## src/rtl/seg7_scan_decoder.sv

```systemverilog
// Monitors a multiplexed active-low common-anode 7-segment bus and recovers digits.
// Patterns must be stable for STABLE_CYCLES samples; a full word is emitted once every position has refreshed.
module seg7_scan_decoder #(
  parameter int DIGITS        = 4,
  parameter int STABLE_CYCLES = 4
) (
  input  logic                      clock,
  input  logic                      reset,
  input  logic [DIGITS-1:0]         anode,
  input  logic [6:0]                segmento,
  output logic [3:0]                digit_value,
  output logic [$clog2(DIGITS)-1:0] digit_index,
  output logic                      digit_valid,
  output logic                      digit_error,
  output logic [4*DIGITS-1:0]       word,
  output logic                      word_valid,
  output logic                      word_error
);

  localparam int IW = $clog2(DIGITS);
  localparam int CW = $clog2(STABLE_CYCLES);
  localparam int SW = DIGITS + 7;
  localparam logic [CW-1:0] CNT_MAX = CW'(STABLE_CYCLES - 1);

  // Returns {error, value}; blank decodes to F without error.
  function automatic logic [4:0] decode_seg(input logic [6:0] seg);
    logic [4:0] r;
    case (seg)
      7'b1000000: r = {1'b0, 4'h0};
      7'b1111001: r = {1'b0, 4'h1};
      7'b0100100: r = {1'b0, 4'h2};
      7'b0110000: r = {1'b0, 4'h3};
      7'b0011001: r = {1'b0, 4'h4};
      7'b0010010: r = {1'b0, 4'h5};
      7'b0000010: r = {1'b0, 4'h6};
      7'b1111000: r = {1'b0, 4'h7};
      7'b0000000: r = {1'b0, 4'h8};
      7'b0011000: r = {1'b0, 4'h9};
      7'b1111111: r = {1'b0, 4'hF};
      default:    r = {1'b1, 4'hE};
    endcase
    return r;
  endfunction

  logic [SW-1:0]       s_q;
  logic [CW-1:0]       cnt_q, cnt_d;
  logic                armed_q, armed_d;
  logic [DIGITS-1:0]   fresh_q, fresh_d;
  logic [4*DIGITS-1:0] val_q, val_d;
  logic [DIGITS-1:0]   err_q, err_d;

  logic [3:0]          digit_value_q, digit_value_d;
  logic [IW-1:0]       digit_index_q, digit_index_d;
  logic                digit_valid_q, digit_valid_d;
  logic                digit_error_q, digit_error_d;
  logic [4*DIGITS-1:0] word_q, word_d;
  logic                word_valid_q, word_valid_d;
  logic                word_error_q, word_error_d;

  logic [SW-1:0]       live_s;
  logic [DIGITS-1:0]   anode_s;
  logic                same_s, onehot_s, accept_s, word_done_s;
  logic [IW-1:0]       idx_s;
  logic [4:0]          dec_s;
  logic [DIGITS-1:0]   fresh_bit_s, fresh_next_s;

  assign live_s       = {anode, segmento};
  assign anode_s      = s_q[SW-1:7];
  assign same_s       = (live_s == s_q);
  assign onehot_s     = $onehot(~anode_s);
  assign accept_s     = (cnt_q == CNT_MAX) && armed_q && onehot_s;
  assign dec_s        = decode_seg(s_q[6:0]);
  assign fresh_bit_s  = {{(DIGITS-1){1'b0}}, 1'b1} << idx_s;
  assign fresh_next_s = fresh_q | fresh_bit_s;
  assign word_done_s  = accept_s && (idx_s == IW'(DIGITS - 1)) && (&fresh_next_s);

  // Encode the selected position; only meaningful when the anode is one-hot low.
  always_comb begin
    idx_s = {IW{1'b0}};
    for (int i = 0; i < DIGITS; i++) begin
      idx_s = idx_s | (anode_s[i] ? {IW{1'b0}} : IW'(i));
    end
  end

  // Stability counter and re-arm flag; an input change always re-arms.
  always_comb begin
    cnt_d   = cnt_q;
    armed_d = armed_q;
    if (!same_s) begin
      cnt_d   = {CW{1'b0}};
      armed_d = 1'b1;
    end else if (accept_s) begin
      cnt_d   = cnt_q;
      armed_d = 1'b0;
    end else begin
      cnt_d   = (cnt_q == CNT_MAX) ? cnt_q : cnt_q + CW'(1);
      armed_d = armed_q;
    end
  end

  // Slot update, word assembly and output next-state.
  always_comb begin
    val_d   = val_q;
    err_d   = err_q;
    fresh_d = fresh_q;
    if (accept_s) begin
      val_d[4*idx_s +: 4] = dec_s[3:0];
      err_d[idx_s]        = dec_s[4];
      fresh_d             = word_done_s ? {DIGITS{1'b0}} : fresh_next_s;
    end else begin
      fresh_d = fresh_q;
    end
    digit_valid_d = accept_s;
    digit_error_d = accept_s & dec_s[4];
    digit_value_d = accept_s ? dec_s[3:0] : digit_value_q;
    digit_index_d = accept_s ? idx_s : digit_index_q;
    word_valid_d  = word_done_s;
    word_d        = word_done_s ? val_d : word_q;
    word_error_d  = word_done_s ? (|err_d) : word_error_q;
  end

  // State and registered outputs.
  always_ff @(posedge clock or posedge reset) begin
    if (reset) begin
      s_q           <= {SW{1'b1}};
      cnt_q         <= {CW{1'b0}};
      armed_q       <= 1'b1;
      fresh_q       <= {DIGITS{1'b0}};
      val_q         <= {(4*DIGITS){1'b0}};
      err_q         <= {DIGITS{1'b0}};
      digit_value_q <= 4'h0;
      digit_index_q <= {IW{1'b0}};
      digit_valid_q <= 1'b0;
      digit_error_q <= 1'b0;
      word_q        <= {(4*DIGITS){1'b0}};
      word_valid_q  <= 1'b0;
      word_error_q  <= 1'b0;
    end else begin
      s_q           <= live_s;
      cnt_q         <= cnt_d;
      armed_q       <= armed_d;
      fresh_q       <= fresh_d;
      val_q         <= val_d;
      err_q         <= err_d;
      digit_value_q <= digit_value_d;
      digit_index_q <= digit_index_d;
      digit_valid_q <= digit_valid_d;
      digit_error_q <= digit_error_d;
      word_q        <= word_d;
      word_valid_q  <= word_valid_d;
      word_error_q  <= word_error_d;
    end
  end

  assign digit_value = digit_value_q;
  assign digit_index = digit_index_q;
  assign digit_valid = digit_valid_q;
  assign digit_error = digit_error_q;
  assign word        = word_q;
  assign word_valid  = word_valid_q;
  assign word_error  = word_error_q;

endmodule

```

## config.mk

```make
export PLATFORM = sky130hd
export DESIGN_NAME = seg7_scan_decoder
export DESIGN_NICKNAME = d
export VERILOG_FILES = /design/src/rtl/seg7_scan_decoder.sv
export SDC_FILE = /design/constraint.sdc
export NUM_CORES = 1
export LEC_CHECK = 0
export BUFFER_PORTS_ARGS = -buffer_cell sky130_fd_sc_hd__buf_4
export CAP_MARGIN = 20
export CORE_UTILIZATION = 50
export CTS_CLUSTER_DIAMETER = 100
export DETAILED_ROUTE_END_ITERATION = 7
export GPL_ROUTABILITY_DRIVEN = 0
export PLACE_DENSITY = 0.71
export SLEW_MARGIN = 25
export SYNTH_ARGS = -nofsm -noshare
export SYNTH_HDL_FRONTEND = slang
export SYNTH_SLANG_ARGS = --single-unit
```

## constraint.sdc

```tcl
create_clock -name clock -period 7.2 [get_ports clock]
set_input_delay 1.8 -clock clock [delete_from_list [all_inputs] [get_ports clock]]
set_output_delay 1.8 -clock clock [all_outputs]
set_load 0.01 [all_outputs]
```

# After elaboration in Yosys (flattened, before gate mapping)
# Cells that the tools add are included.
[classes]
add_sub_neg = 5
magnitude_cmp = 2
n_eq_ne = 17
shift = 3
mux = 16
n_bitwise = 5
reduce_logical = 9
[ops]
columns = ["operator", "n"]
rows = [
  ["one-hot mux 5 bit (11 select lines)", 1],
  ["negator 4 -> 34 bit", 1],
  ["variable shift 4 x 34 -> 16 bit, first input constant", 1],
  ["indexed part select 4 x 34 -> 16 bit", 1],
  ["== test 7 bit, second input constant", 4],
  ["== test 7 x 5 -> 1 bit, second input constant", 3],
  ["bitwise mux 16 bit", 1],
  ["2-to-1 mux 16 bit", 1],
  ["== test 7 x 6 -> 1 bit, second input constant", 2],
  ["== test 11 bit", 1],
  ["2-to-1 mux 2 bit", 5],
  ["2-to-1 mux 4 bit", 2],
  ["== test 7 x 2 -> 1 bit, second input constant", 1],
  ["zero test 7 bit", 1],
  ["logical AND 1 bit", 5],
  ["adder 1 x 1 -> 2 bit", 2],
  ["bitwise mux 4 bit", 1],
  ["== test 2 bit, second input constant", 2],
  ["2-to-1 mux 1 bit", 4],
  ["inequality test 2 bit, second input constant", 2],
  ["inverter 4 bit", 1],
  ["OR 4 bit", 1],
  ["AND reduction 4 bit", 1],
  ["OR reduction 4 bit", 1],
  ["other kinds (12)", 12],
]
[word_totals]
reg_bits = 64
in_bits = 13

# Depth between registers and ports, before layout
# Gate-level depths: netlist of the first run.
[logic_depth]
word_depth = 10
depth_mapped = 11
depth_no_buf = 10

# Worst setup path after synthesis of the first run
# No wires, ideal clock.
[synth_timing]
path_type = "reg-to-reg"
start = "reg s_q[7]"
end = "reg word_q[0], in the netlist word[0]"
setup_ns = 0.084
t_arrival_ns = 2.754
path_slack_ns = 4.362
path_stages_with_launch = 11
period_less_slack_ns = 2.838
cell_sequence = "dfstp_2 > fa_1 > inv_1 > ha_1 > ha_1 > and4bb_2 > nand3_2 > nor3_4 > buf_4 > mux2_2 > o21ai_0"
[synth_between]
elab_chain_cells = 7
word_cells_on_any_way = 8
[synth_rtl]
columns = ["element", "line_no", "rtl"]
rows = [
  ["from (decl)", "45", "logic [SW-1:0] s_q;"],
  ["from (signal assigned)", "125", "s_q <= {SW{1'b1}};"],
  ["from (signal assigned)", "139", "s_q <= live_s;"],
  ["inverter 4 bit (*)", "70", "assign onehot_s = $onehot(~anode_s);"],
  ["adder 1 x 1 -> 2 bit (not written as such) (*)", "70", ""],
  ["adder 2 x 2 -> 3 bit (not written as such) (*)", "70", ""],
  ["== test 3 x 1 -> 1 bit (*)", "70", ""],
  ["logical AND 1 bit (*)", "71", "assign accept_s = (cnt_q == CNT_MAX) && armed_q && onehot_s;"],
  ["logical AND 1 bit (2 in a row)", "75", "assign word_done_s = accept_s && (idx_s == IW'(DIGITS - 1)) && (&fresh_next_s);"],
  ["to (signal assigned)", "135", "word_q <= {(4*DIGITS){1'b0}};"],
  ["to (signal assigned)", "149", "word_q <= word_d;"],
  ["to (decl)", "56", "logic [4*DIGITS-1:0] word_q, word_d;"],
]
# Every way passes the cells marked *; elsewhere a longest branch is shown, timed or not.
# A chain may end at the register's enable or synchronous reset.

# Final worst setup path of the first run
[layout_timing]
start = "reg s_q[10]"
end = "reg word_error_q, in the netlist word_error"
[layout_between]
word_cells_on_any_way = 21
[layout_rtl]
columns = ["element", "line_no", "rtl"]
rows = [
  ["inverter 4 bit (*)", "70", ""],
  ["adder 1 x 1 -> 2 bit (not written as such) (*)", "70", ""],
  ["adder 2 x 2 -> 3 bit (not written as such) (*)", "70", ""],
  ["== test 3 x 1 -> 1 bit (*)", "70", ""],
  ["logical AND 1 bit (*)", "71", ""],
  ["net accept_s", "62", "logic same_s, onehot_s, accept_s, word_done_s;"],
  ["2-to-1 mux 4 bit or logical AND 1 bit (tied branches)", "106, 75", ""],
  ["OR reduction 4 bit or logical AND 1 bit (tied branches)", "119, 75", ""],
  ["to (signal assigned)", "151", "word_error_q <= word_error_d;"],
  ["to (decl)", "58", "logic word_error_q, word_error_d;"],
]
# Mark *: on every way through the listed nets, which the timed path passes. The rest lies on a longest branch.

==> flow_summary_export.csv, run 1 <==
group,metric,value,unit
critical_path,cp.required,7410,ps
run,drv_cap,0,
timing,fin_crit_sh,44.50,%
route,drtIter0Drc,116,
critical_path,timing.rr.end,"word_error$_DFFE_PP0P_",
yosys,synth-adder-area-share,5.294,%
timing,rsz0062_at_grt,"no",
route,vias_per_cell,5.371,
yosys,synth_edf_count,0,
power_and_ir_drop,p_int,512.2,µW
critical_path,end_kind,"register",
placed_design,io_buffers,38,
global_route,antenna_found_initial,0,
cts,post_cts_resized,0,
route,drcViolationCount,0,
yosys,synth_top_area_cell,"dfrtp_1",
yosys,synth_cells,280,
power_and_ir_drop,power.density,193.3,mW/mm²
critical_path,critPathBufInv,2,
global_route,grt_start_max_net_pins,63,
cts,cts_hold_buffers,0,
route,dr.pass1.iters,4,
critical_path,critPathMaxFanout,20,
timing,max_slew_margin,49.07,%
timing,setup_viol_count_final,0,
finish,finalNetCount,342,
global_route,grt_pass1_vias,2049,
timing,worstMarginPinSlew,764.0,ps
power_and_ir_drop,power_frac_clock,40.3,%
critical_path,reg2reg_slack,4000,ps
global_route,grt_pass1_wl,9570,µm
global_route,grt.overflow.total,0,
timing,fmax,0.3121,GHz
cts,clock_latency,340,ps
floorplan,fp.dieArea,0.006269,mm²
critical_path,path_class,"reg -> reg",
finish,final_layout_size_suffix_gt1_share,28.57,%
route,vias,2116,
yosys,yosysTopAreaCellShare,42.02,%
critical_path,worst_setup_path_start_kind,"register",
power_and_ir_drop,p_total,674.4,µW
critical_path,crit_arrival,3420,ps
cts,cts_buffers,9,
power_and_ir_drop,swShare,24.05,%
hold_path,hold_path_end,"val_q[8]$_DFF_PP0_",
hold_path,min_from,"val_q[8]$_DFF_PP0_",
yosys,ys_types,46,
critical_path,crit_chain,"fa_1 > inv_1 > ha_1 > ha_1 > and4bb_2 > nand2_1 > inv_1 > nand2_1 > a222oi_1 > a31oi_1",
floorplan,core,0.005608,mm²
floorplan,fp.dieW,79.18,µm
status,run_status,"finished clean",
placed_design,post-dp-hpwl,3817,µm
yosys,yosys.area_share.simple,15.25,%
cts,cts_root_buf,"clkbuf_8",
timing,fin_skew,10.22,ps
yosys,synthTopCellsByArea,"dfrtp_1 (42%), dfstp_2 (11%), mux2_2 (6.1%)",
cts,postCtsSetupBuffers,0,
power_and_ir_drop,pwr-share-comb,6.2,%
cts,h-tree-depth,3,
critical_path,slowest_stage,"dfstp_2",
timing,min_period,3204,ps
cts,cts_buffer_depth,2,
yosys,synth_xor_area_share,3.824,%
cts,cts_tree,"done",
route,routedWlPerCell,14.39,µm
power_and_ir_drop,p_sw,162.2,µW
yosys,syn_nets,305,
critical_path,worstReg2RegStart,"s_q[10]$_DFF_PP1_",
cts,cts.sinks,62,
floorplan,io_pins,39,
cts,path_clk_slew,70,ps
power_and_ir_drop,ir_drop,0.1422,mV
finish,areaGrowthSynthToFinish,17.14,%
critical_path,reg2reg_depth,10,
floorplan,start_util,53.10,%
yosys,ys_seq_elements,62,
yosys,avgSynthCellArea,10.64,µm²
floorplan,num_rows,27,
yosys,synth_top_family_by_area,"simple AND/OR/NAND/NOR gates",
hold_path,hp-class,"reg -> reg",
finish,diodes,0,
power_and_ir_drop,pwr-share-seq,53.5,%
yosys,synth_compound_area_share,11.26,%
hold_path,hold_path_depth,2,
critical_path,cp.depth,10,
critical_path,critPathTopFamily,"simple AND/OR/NAND/NOR gates",
power_and_ir_drop,p_leak,0.001593,µW
yosys,ys_warn_count,0,
timing,setup-tns-final,0,ps
route,ant_nets,0,
critical_path,crit_path_max_incr_delay,560,ps
yosys,mappedNetlistArea,0.002978,mm²
yosys,ys.flop_type,"dfrtp_1",
route,drt_wl_total,5671,µm
timing,slew_violations,0,
timing,hold_violations,0,
yosys,muxShareOfSynthArea,6.387,%
global_route,grt_usage,20.53,%
yosys,async_reset_ff_share,100.0,%
yosys,yosysSeqAreaShare,52.61,%
floorplan,fp.dieH,79.18,µm
[synthesized netlist by cell type, types with 4 or more instances]
master,count
nand2_1,37
o21ai_0,24
nor3_1,4
a22o_1,4
nor4_1,6
mux2_2,16
ha_1,11
o21ai_1,10
dfstp_2,12
or3_1,5
xor2_1,13
clkbuf_1,9
nand3_1,6
nor2_1,5
inv_1,24
dfrtp_1,50
[cell usage in the layout (no fill, tap or decap), drive strengths merged, types with 3 or more instances in the layout]
cell type / n
nor2: 5
inv: 24
nor3: 5
dfrtp: 50
nand2: 37
ha: 11
xor2: 13
nor4: 6
nand3: 7
a31oi: 3
or3: 6
nor2b: 3
clkbuf: 12
a22o: 4
buf: 40
dfstp: 12
or4: 3
o21ai: 34
nand2b: 3
clkinv: 3
mux2: 16
a21oi: 5
[layout make-up]
class,count,area (µm²)
Clock buffer,12,155.1
Fill cell,498,2120
Sequential cell,62,1567
Timing Repair Buffer,40,307.8
Inverter,24,90.09
Multi-Input combinational cell,180,1257
Clock inverter,4,21.27
Tap cell,72,90.09
[sequential cells by signal, summed over array words and instances (netlist names)]
| name | count |
|---|---|
| val_q | 16 |
| digit_valid | 1 |
| armed_q | 1 |
| digit_error | 1 |
| cnt_q | 2 |
| s_q | 11 |
| word | 16 |
| digit_index | 2 |
| fresh_q | 3 |
| word_error | 1 |
| err_q | 3 |
| word_valid | 1 |
| digit_value | 4 |
[layer usage]
layer	part of all wire (%)	GRT usage, %	wire, µm	vias up
met4	1.7	8.727	98	0
met2	48	33.10	2704	59
li1	-	-	-	1039
met3	5.9	5.862	332	12
met1	45	25.73	2534	1006
met5	0	0	0	-
[worst max path at each step]
stage | start | to | slack, ps
2_1_floorplan | reset | cnt_q[0]$_DFFE_PP0P_ | 3880
3_3_place_gp | s_q[8]$_DFF_PP1_ | word[3]$_DFFE_PP0P_ | 3880
3_5_place_dp | s_q[10]$_DFF_PP1_ | word[12]$_DFFE_PP0P_ | 3780
4_1_cts | s_q[10]$_DFF_PP1_ | word[12]$_DFFE_PP0P_ | 3760
5_1_grt | s_q[10]$_DFF_PP1_ | word_error$_DFFE_PP0P_ | 3660
6_report | s_q[10]$_DFF_PP1_ | word_error$_DFFE_PP0P_ | 4000
[worst reg2reg max path, cell delays in order (launching register included)]
cell	delay, ps
dfstp_2	560
fa_1	420
inv_1	70
ha_1	130
ha_1	210
and4bb_2	370
nand2_1	390
inv_1	300
nand2_1	140
a222oi_1	370
a31oi_1	120
[cell families after synthesis]
group	Yosys count
buffers and inverters	38
XOR/XNOR	13
adder cells (fa/ha/maj)	12
AO/OA/AOI/OAI	54
AND/OR/NAND/NOR	84
flip-flops	62
multiplexers	17
[stage by stage]
stage                     hold WS (ps)  setup slack (ps)  util, %  area, µm²  instances
after floorplan                  438.7              3878        -       2978        280
after global placement           456.1              3883    58.68       3291        377
after detailed placement         464.6              3777    58.68       3291        377
after CTS                        482.5              3757    61.83       3467        393
after global routing             493.7              3665    62.20       3488        394
final                            476.8              3996    62.20       3488        394
[power by group through the flow]
stage | Sequential [µW] | Combinational, µW | Clock [µW]
3_5_place_dp | 367 | 42.3 | 0
6_report | 361 | 41.9 | 272
5_1_grt | 361 | 48.2 | 293
2_1_floorplan | 362 | 32.8 | 0
3_3_place_gp | 367 | 41.4 | 0
4_1_cts | 361 | 42.4 | 279
Note: power is estimated with default switching activity, not from simulation.
==> run 2, diff against run 1 <==
--- a/config.mk
+++ b/config.mk
@@ -11,7 +11,7 @@
 export CTS_CLUSTER_DIAMETER = 100
 export DETAILED_ROUTE_END_ITERATION = 7
 export GPL_ROUTABILITY_DRIVEN = 0
-export PLACE_DENSITY = 0.71
+export PLACE_DENSITY = 0.73
 export SLEW_MARGIN = 25
 export SYNTH_ARGS = -nofsm -noshare
 export SYNTH_HDL_FRONTEND = slang
==> constraint.sdc (replaced) <==
create_clock -name clock -period 2.94 [get_ports clock]
set_input_delay 0.735 -clock clock [delete_from_list [all_inputs] [get_ports clock]]
set_output_delay 0.735 -clock clock [all_outputs]
set_load 0.01 [all_outputs]
==> run 2 against run 1 <==
Effect of this change:
- setup slack lost 3900 ps
- sequential share of layout area shrank 1.1 points
- via count grew 0.47%
- largest cell class unchanged
==> flow_summary_export.csv, run 2 (synthesis gave the netlist of run 1 again) <==
group,metric,value,unit
route,routedWlPerCell,14.27,µm
placed_design,dp_slack,117.3,ps
timing,max_slew_margin,57.43,%
cts,clock_latency,330,ps
floorplan,fp.dieH,79.18,µm
floorplan,fp.dieW,79.18,µm
critical_path,timing.rr.end,"word_error$_DFFE_PP0P_",
critical_path,crit_arrival,3030,ps
critical_path,slowest_stage,"dfstp_2",
finish,final_layout_size_suffix_gt1_share,30.06,%
global_route,grt_usage,20.87,%
timing,hold_violations,0,
cts,cts_tree,"done",
global_route,grt.overflow.total,0,
cts,cts_root_buf,"clkbuf_8",
route,vias,2126,
run,drv_cap,0,
global_route,antenna_found_initial,0,
floorplan,core,0.005608,mm²
cts,postCtsSetupBuffers,0,
hold_path,hold_path_depth,2,
cts,cts_hold_buffers,0,
finish,areaGrowthSynthToFinish,20.08,%
timing,fmax,0.3548,GHz
critical_path,path_class,"reg -> reg",
critical_path,worst_setup_path_start_kind,"register",
power_and_ir_drop,ir_drop,0.3417,mV
finish,register_area,0.001567,mm²
power_and_ir_drop,power.density,497.3,mW/mm²
route,dr.pass1.iters,4,
critical_path,end_kind,"register",
timing,hold-worst-slack,474.5,ps
status,run_status,"finished clean",
cts,cts_buffers,9,
timing,min_period,2819,ps
critical_path,cp.required,3150,ps
placed_design,post-dp-hpwl,4071,µm
global_route,grt_pass1_wl,9784,µm
placed_design,io_buffers,38,
floorplan,start_util,53.10,%
timing,slew_violations,0,
hold_path,hold_path_end,"val_q[0]$_DFF_PP0_",
timing,setup_viol_count_final,0,
cts,h-tree-depth,3,
finish,multi_input_area,0.001262,mm²
power_and_ir_drop,p_total,1778,µW
critical_path,crit_chain,"fa_1 > inv_1 > ha_1 > ha_1 > and4bb_2 > nand2_1 > inv_1 > nand2_1 > a222oi_1 > a31oi_1",
global_route,grt_start_max_net_pins,34,
finish,stdcell_area,0.003576,mm²
cts,path_clk_slew,60,ps
critical_path,critPathTopFamily,"adder cells",
hold_path,min_from,"val_q[0]$_DFF_PP0_",
critical_path,reg2reg_depth,10,
finish,final_common_cell,"dfrtp_1",
timing,rsz0062_at_grt,"yes",
placed_design,placed_area,0.003341,mm²
power_and_ir_drop,p_leak,0.001641,µW
finish,fillCellCount,487,
global_route,grt_pass1_vias,2080,
cts,cts.sinks,62,
finish,diodes,0,
route,drcViolationCount,0,
critical_path,worstReg2RegStart,"s_q[8]$_DFF_PP1_",
route,ant_nets,0,
finish,finalNetCount,346,
timing,worstMarginPinSlew,637.7,ps
route,vias_per_cell,5.342,
timing,fin_skew,4.701,ps
hold_path,hp-class,"reg -> reg",
critical_path,critPathMaxFanout,8,
route,drt_wl_total,5678,µm
critical_path,reg2reg_slack,120,ps
finish,mostFrequentLayoutCells,"dfrtp_1 (50), buf_4 (43), nand2_1 (37), o21ai_0 (24), inv_1 (23)",
critical_path,crit_path_max_incr_delay,560,ps
timing,fin_crit_sh,95.88,%
floorplan,io_pins,39,
cts,cts_buffer_depth,2,
route,drtIter0Drc,129,
floorplan,num_rows,27,
floorplan,fp.dieArea,0.006269,mm²
critical_path,critPathBufInv,2,
timing,setup_ws,121.1,ps
run 2: layout make-up:
type / count / share of cell area (%)
inverter: 24 / 2.519
timing repair buffer: 44 / 9.587
clock buffer: 15 / 6.123
multi-input combinational: 180 / 35.30
sequential: 62 / 43.81
tap: 72 / 2.519
clock inverter: 1 / 0.1400
run 2: power breakdown:
part	switching (µW)	total [µW]	internal, µW
clock	308	785	477
sequential	15.4	883	868
combinational	64.6	110	45.4
run 2: metrics by stage:
step,util [%],TNS [ps],std cells
5_1_grt,63.77,-140.1,398
6_report,63.77,0,398
4_1_cts,63.57,0,398
3_3_place_gp,59.57,0,382
3_5_place_dp,59.57,0,382
2_1_floorplan,-,0,280
run 2: tightest hold or removal path: stages, from the launching register on:
cell,delay [ps]
dfrtp_1,320
nand2_1,50
o21ai_0,60
run 2: what timing repair did:
action                     4_1_cts  5_1_grt
setup endpoints to repair        0        6
hold endpoints to repair         0        0
resized for setup                0        2
run 2: worst max path at each step:
stage                                start                      to  slack, ps  cells after the start
after floorplan           s_q[7]$_DFF_PP1_     word[0]$_DFFE_PP0P_        100                     10
final                     s_q[8]$_DFF_PP1_  word_error$_DFFE_PP0P_        120                     10
after global routing      s_q[8]$_DFF_PP1_     word[3]$_DFFE_PP0P_        -60                     10
after global placement    s_q[8]$_DFF_PP1_    word[11]$_DFFE_PP0P_        210                     10
after detailed placement  s_q[8]$_DFF_PP1_     word[5]$_DFFE_PP0P_        120                      9
after CTS                 s_q[8]$_DFF_PP1_     word[5]$_DFFE_PP0P_        110                      9
run 2: per-layer routing:
metal	vias up	part of all wire (%)	GRT usage (%)
li1	1050	-	-
met1	1030	46	26.57
met2	40	49	34.05
met3	6	3.6	5.977
met4	0	1.3	7.091
met5	-	0	0
